<file path="src/rtl/conv_batch_ctrl.sv">
// conv_batch_ctrl: runs the Sobel core over a batch of frames and relocates its BRAM addresses per frame
module conv_batch_ctrl #(
    parameter int IMG_WIDTH   = 32,
    parameter int IMG_HEIGHT  = 32,
    parameter int FRAME_BYTES = IMG_WIDTH * IMG_HEIGHT * 4
) (
    input  logic        clk,
    input  logic        rst,
    input  logic        cmd_start,
    input  logic        cmd_abort,
    input  logic [7:0]  cfg_frames,
    input  logic [31:0] cfg_src_base,
    input  logic [31:0] cfg_dst_base,
    input  logic        irq_clr,
    output logic        busy,
    output logic        irq,
    output logic        cmd_err,
    output logic        aborted,
    output logic [7:0]  frames_done,
    output logic [31:0] cycle_cnt,
    output logic        conv_start,
    input  logic        conv_done,
    input  logic [31:0] conv_b0_addr,
    input  logic        conv_b0_en,
    input  logic [31:0] conv_b1_addr,
    input  logic [31:0] conv_b1_din,
    input  logic        conv_b1_we,
    output logic [31:0] bram0_addr,
    output logic        bram0_en,
    output logic [31:0] bram1_addr,
    output logic [31:0] bram1_din,
    output logic        bram1_we
);
    localparam logic [31:0] STRIDE = 32'(FRAME_BYTES);

    typedef enum logic [2:0] {IDLE, LAUNCH, RELEASE, NEXT, FINISH} state_t;

    state_t      state;
    state_t      state_nxt;
    logic        accept;
    logic        frame_end;
    logic        fin;
    logic        abort_q;
    logic        abort_pend;
    logic [7:0]  frames_left;
    logic [31:0] src_cur;
    logic [31:0] dst_cur;

    assign fin        = state == FINISH;
    assign conv_start = state == LAUNCH;
    assign abort_q    = abort_pend | (cmd_abort & busy);
    assign bram0_addr = conv_b0_addr + src_cur;
    assign bram1_addr = conv_b1_addr + dst_cur;
    assign bram0_en   = conv_b0_en;
    assign bram1_din  = conv_b1_din;
    assign bram1_we   = conv_b1_we;

    // state register; reset drops conv_start at once since it decodes LAUNCH
    always_ff @(posedge clk or posedge rst) begin
        if (rst) state <= IDLE;
        else     state <= state_nxt;
    end

    // next-state: accept a command, then one start/done handshake per frame
    always_comb begin
        state_nxt = state;
        accept    = 1'b0;
        frame_end = 1'b0;
        case (state)
            IDLE: if (cmd_start && cfg_frames != 8'd0) begin
                accept    = 1'b1;
                state_nxt = LAUNCH;
            end
            LAUNCH: if (conv_done) state_nxt = RELEASE;
            RELEASE: if (!conv_done) begin
                frame_end = 1'b1;
                state_nxt = (frames_left != 8'd1 && !abort_q) ? NEXT : FINISH;
            end
            NEXT:    state_nxt = LAUNCH;
            FINISH:  state_nxt = IDLE;
            default: state_nxt = IDLE;
        endcase
    end

    // batch bookkeeping, base relocation and host status
    always_ff @(posedge clk or posedge rst) begin
        if (rst) begin
            busy        <= 1'b0;
            irq         <= 1'b0;
            cmd_err     <= 1'b0;
            aborted     <= 1'b0;
            frames_done <= 8'd0;
            cycle_cnt   <= 32'd0;
            abort_pend  <= 1'b0;
            frames_left <= 8'd0;
            src_cur     <= 32'd0;
            dst_cur     <= 32'd0;
        end else begin
            cmd_err <= cmd_start & ~accept;
            irq     <= fin | (irq & ~irq_clr);
            if (accept) begin
                src_cur     <= cfg_src_base;
                dst_cur     <= cfg_dst_base;
                frames_left <= cfg_frames;
                frames_done <= 8'd0;
                cycle_cnt   <= 32'd1;
                aborted     <= 1'b0;
                abort_pend  <= 1'b0;
                busy        <= 1'b1;
            end else begin
                if (state != IDLE && !(&cycle_cnt)) cycle_cnt <= cycle_cnt + 32'd1;
                if (cmd_abort && busy) abort_pend <= 1'b1;
                if (frame_end) begin
                    frames_done <= frames_done + 8'd1;
                    frames_left <= frames_left - 8'd1;
                end
                if (state == NEXT) begin
                    src_cur <= src_cur + STRIDE;
                    dst_cur <= dst_cur + STRIDE;
                end
                if (fin) begin
                    busy       <= 1'b0;
                    aborted    <= abort_q;
                    abort_pend <= 1'b0;
                end
            end
        end
    end
endmodule

</file>
<file path="config.mk">
export PLATFORM = sky130hd
export DESIGN_NAME = conv_batch_ctrl
export DESIGN_NICKNAME = d
export VERILOG_FILES = /design/src/rtl/conv_batch_ctrl.sv
export SDC_FILE = /design/constraint.sdc
export NUM_CORES = 1
export LEC_CHECK = 0
export BUFFER_PORTS_ARGS = -buffer_cell sky130_fd_sc_hd__buf_2
export CAP_MARGIN = 30
export CELL_PAD_IN_SITES_DETAIL_PLACEMENT = 0
export CELL_PAD_IN_SITES_GLOBAL_PLACEMENT = 1
export CORE_MARGIN = 4
export CORE_UTILIZATION = 30
export DETAILED_ROUTE_END_ITERATION = 10
export PLACE_DENSITY_LB_ADDON = 0.1
export SETUP_SLACK_MARGIN = 0.5
export SYNTH_ARGS = -nofsm -noshare
export SYNTH_HDL_FRONTEND = slang
export SYNTH_SLANG_ARGS = --single-unit
</file>
<file path="constraint.sdc">
create_clock -name clk -period 4.5 [get_ports clk]
set_input_delay 0.9 -clock clk [delete_from_list [all_inputs] [get_ports clk]]
set_output_delay 0.9 -clock clk [all_outputs]
set_load 0.01 [all_outputs]
</file>
After elaboration in Yosys (flattened, before gate mapping):

Cells that the tools add are included.

* $add $sub $neg: 7
* $mul: 0
* div/mod/pow operators: 0
* $lt $le $gt $ge: 0
* equal/unequal tests: 8
* shifts and indexed selects: 0
* mux-type cells: 26
* bitwise gates (word level): 7
* reduce and logical (&&, ||, !) cells: 16

Operator list (count)
* 2-to-1 mux 32 bit: 6
* adder 32 x 13 -> 32 bit, second input constant: 2
* adder 32 bit: 2
* adder 32 x 1 -> 32 bit, second input constant: 1
* 2-to-1 mux 8 bit: 4
* AND reduction 32 bit: 1
* 2-to-1 mux 3 bit: 4
* case mux 3 bit (4 select lines): 1
* 2-to-1 mux 1 bit: 11
* adder 8 x 1 -> 8 bit, second input constant: 1
* inequality test 8 x 1 -> 1 bit, second input constant: 1
* nonzero test 2 bit: 4
* nonzero test 8 bit: 1
* subtractor 8 x 1 -> 8 bit, second input constant: 1
* equality test 3 x 2 -> 1 bit, second input constant: 2
* nonzero test 3 bit: 2
* logical AND 1 bit: 4
* inequality test 2 bit, second input constant: 2
* AND 1 bit: 3
* equality test 3 x 1 -> 1 bit, second input constant: 1
* equality test 3 bit, second input constant: 1
* zero test 3 bit: 1
* AND reduction 3 bit: 1
* zero test 1 bit: 2
* 3 further kinds: 5

* flip-flop bits (word level): 120
* latch bits: 0
* bits in writable memories: 0
* ROM bits: 0
* input bits: 176
* output and inout port bits: 143
* logic and storage cells: 75
* memories kept: 0

Longest topological paths before layout:

* depth in word-level cells: 7
* gate-level depth with buffers: 9

Least setup slack after synthesis:

No wires, ideal clock.

* path type: in2out
* from: input port conv_b0_addr[0]
* to: output port bram0_addr[26]
* arrival time: 2.959 ns
* required time: 3.600 ns
* setup slack: 0.641 ns
* cell stages on the path: 9
* buffers on the path: 0
* cells stage by stage: ha_1 -> fa_1 -> a21oi_1 -> o22ai_1 -> o31a_1 -> a31o_2 -> a21oi_1 -> o31ai_1 -> xor2_1

* word-level cells in the longest chain between the ends: 1

RTL lines
* start, declared: RTL line 23 `input logic [31:0] conv_b0_addr,`
* adder 32 bit: RTL line 52 `assign bram0_addr = conv_b0_addr + src_cur;`
* end, declared: RTL line 28 `output logic [31:0] bram0_addr,`

No other way between the ends.

Worst setup path in the final report:

* from: input port conv_b0_addr[0]
* to: output port bram0_addr[28]

Same word-level chain as after synthesis.

==> flow_summary_export.csv <==
group,metric,value,unit
critical_path,setup.worst_path.class,"in2out",
floorplan,rows,64,
critical_path,r2r_cells,8,
critical_path,worstPathArrival,3100,ps
floorplan,core_area,30900,µm²
global_routing,first_global_vias,9278,
timing,tightest_slew,786,ps
critical_path,cp_num_cells,11,
timing,fin_setup_tns,0,ps
logic_synthesis,synth_xor_area_share,9.68,%
logic_synthesis,synthCells,1180,
logic_synthesis,synthSimpleGateAreaFrac,22.9,%
logic_synthesis,async_flop_share,100,%
power_and_ir_drop,cellLeakagePower,5.58,nW
place,gp_routability_congestion,0.863,
timing,holdWs,478,ps
global_routing,grt_max_degree,121,
logic_synthesis,synth_mux_area_share,0.105,%
timing,min_period,4000,ps
place,port_buffers,250,
detailed_routing,antenna_left,0,
timing,fin_skew,11.5,ps
critical_path,cp-end-kind,"output pin",
critical_path,path_delay_family,"compound AO/OA/AOI/OAI gates",
critical_path,cp_num_buf_inv,2,
critical_path,crit_required,3600,ps
cells_and_area,syn_to_final_growth,23.8,%
global_routing,grt_use_total,17.9,%
timing,maxSlewViolCount,0,
logic_synthesis,yosys.cell_count.top_type,"nand2_1",
floorplan,initial_utilization,30.7,%
place,dpl-instance-area,10900,µm²
detailed_routing,drtIter0Drc,520,
global_routing,antenna_found_initial,2,
clock_network,cts_buffer_depth,2,
logic_synthesis,synth_flop_cell,"dfrtp_1",
timing,rsz0062_at_grt,"true",
logic_synthesis,synth_cell_type_count,68,
floorplan,die_x,186,µm
job,max_cap_violations,0,
logic_synthesis,ys_seq_elements,120,
critical_path,startpoint,"conv_b0_addr[0]",
logic_synthesis,synth_top_area_share,31.6,%
critical_path,path_max_fanout,3,
hold_path,min_path_type,"reg2reg",
outcome,status,"finished clean",
place,hpwl,23600,µm
logic_synthesis,synth_top_cell_by_area,"dfrtp_1",
timing,fmax,250,MHz
clock_network,cts_tree,"built",
logic_synthesis,synth-compound-area-share,20.3,%
logic_synthesis,synth_enable_flop_cells,0,
global_routing,grt_pass1_wl,49900,µm
logic_synthesis,seq_area_frac_synth,31.6,%
clock_network,clk_pin_slew,70,ps
global_routing,gr-total-overflow,0,
floorplan,die_area,34600,µm²
logic_synthesis,syn_area_per_cell,8.05,µm²
timing,hold_viol_final,0,
clock_network,cts_buffers,17,
floorplan,die_y,186,µm
logic_synthesis,netlist_area,9500,µm²
timing,final.period_utilization,88.8,%
logic_synthesis,synth_top_family_by_area,"simple AND/OR/NAND/NOR gates",
timing,slew_headroom,47.1,%
detailed_routing,vias_per_cell,5.18,
clock_network,htreeDepth,4,
critical_path,r2r_end,"cycle_cnt[10]",
timing,setup_violations,0,
critical_path,crit_path_start_kind,"primary input",
clock_network,clock_latency,430,ps
logic_synthesis,yosysWarnings,0,
detailed_routing,avgRoutedWirePerCell,17.4,µm
critical_path,rrSetupSlack,1880,ps
logic_synthesis,synthAdderAreaFrac,9.38,%
critical_path,slowest_delay,420,ps
clock_network,clock-root-buffer,"clkbuf_16",
cells_and_area,design_area,11800,µm²
detailed_routing,post-route-drc-count,0,
logic_synthesis,synthTopCellsByCount,"nand2_1, dfrtp_1, nor2_1",
cells_and_area,drive_gt1_share,24.8,%
critical_path,rr_startpoint,"cycle_cnt[1]",
clock_network,cts.sinks,120,
power_and_ir_drop,ir_drop,0.242,mV
cells_and_area,fin_nets,1640,
power_and_ir_drop,cellPowerDensity,717,nW/µm²
critical_path,crit_path_end,"bram0_addr[28]",
critical_path,path_cells,"buf_6 > ha_4 > fa_2 > a21oi_4 > o221ai_2 > a221oi_2 > o21ai_2 > a31o_2 > nor2_1 > a2bb2oi_1 > buf_2",
logic_synthesis,ys_top_cells_by_area,"dfrtp_1, ha_1, nand2_1, xor2_1, xnor2_1",
detailed_routing,routed_wl,31300,µm
detailed_routing,dr_total_vias,9348,
detailed_routing,detail_route.first_pass.iterations,8,
logic_synthesis,synth_nets,1426,
critical_path,cp_slowest_cell,"fa_2",
floorplan,ioPinCount,319,
registers in the layout (all words and copies together) (netlist names), 3 cells and up:
name,cells
dst_cur,32
frames_done,8
state,3
frames_left,8
cycle_cnt,32
src_cur,32
placed cells by master, fill, tap and decap left out, types with 14 or more instances in the layout:
cell / instances
buf_2: 248
nand2_1: 205
dfrtp_1: 120
nor2_1: 100
o21ai_0: 77
a21oi_1: 72
ha_1: 61
xor2_1: 54
xnor2_1: 51
nand3_1: 42
nand4_1: 36
inv_1: 30
nor3_1: 25
a21o_1: 25
buf_4: 22
and3_1: 17
clkbuf_16: 17
a31oi_1: 14
layer usage:
metal	global-route usage, %	wire [µm]	vias to the layer above
met2	27.7	14000	267
met4	4.63	416	2
met3	3.24	1760	29
met1	25.9	15100	4417
met5	0	12	-
li1	-	-	4633
kinds of logic (layout without fill, tap and decap cells):
group / after synthesis / count (layout)
other: 0 / 1
muxes: 1 / 1
adders and majority gates: 70 / 70
and+or+nand+nor: 476 / 476
AOI/OAI and AO/OA: 298 / 298
xor gates and xnor gates: 105 / 105
DFF: 120 / 120
buffers and inverters: 110 / 337
repair_timing:
action                     4_1_cts  5_1_grt
pin swaps                       13       24
hold buffers                     0        0
resized for setup               14       23
setup buffers                    8        8
setup endpoints to repair       17       22
stage by stage:
step | power, mW | util (%) | cells | setup WS, ps
2_1_floorplan | 5.20 | - | 1180 | 641
3_3_place_gp | 6.83 | 35.2 | 1755 | 217
3_5_place_dp | 6.83 | 35.2 | 1755 | 154
4_1_cts | 8.39 | 37.5 | 1795 | 458
5_1_grt | 9.18 | 38.0 | 1804 | 406
6_report | 8.42 | 38.0 | 1804 | 502
power by group:
part	switching [mW]	leakage (nW)	internal (mW)
registers	0.429	1.53	1.45
logic	3.00	3.76	2.14
clock network	0.587	0.289	0.807
worst register-to-register path, delay by kind of cell, from the launching register on:
kind	cells	cell delay, ps
flops	1	430
xor+xnor	1	160
simple gates	6	1660
fa+ha+maj	1	230
layout make-up:
cell class                 count  area, µm²
clock buffer                  19        453
clock inverter                13        135
inverter                      31        120
tap                          396        495
timing repair buffer         274       1460
multi-input combinational    950       6080
fill                        3361      19200
antenna                        1       2.50
sequential                   120       3000
worst min path at each step:
stage | startpoint | to | slack [ps] | cells after the start
after floorplan | dst_cur[0] | dst_cur[0] | 450 | 2
after global placement | dst_cur[8] | dst_cur[8] | 470 | 2
after detailed placement | src_cur[10] | src_cur[10] | 470 | 2
after CTS | src_cur[2] | src_cur[2] | 490 | 2
after global routing | src_cur[4] | src_cur[4] | 510 | 2
final | src_cur[10] | src_cur[10] | 480 | 2
No activity file was read; power rests on OpenSTA's default activity.
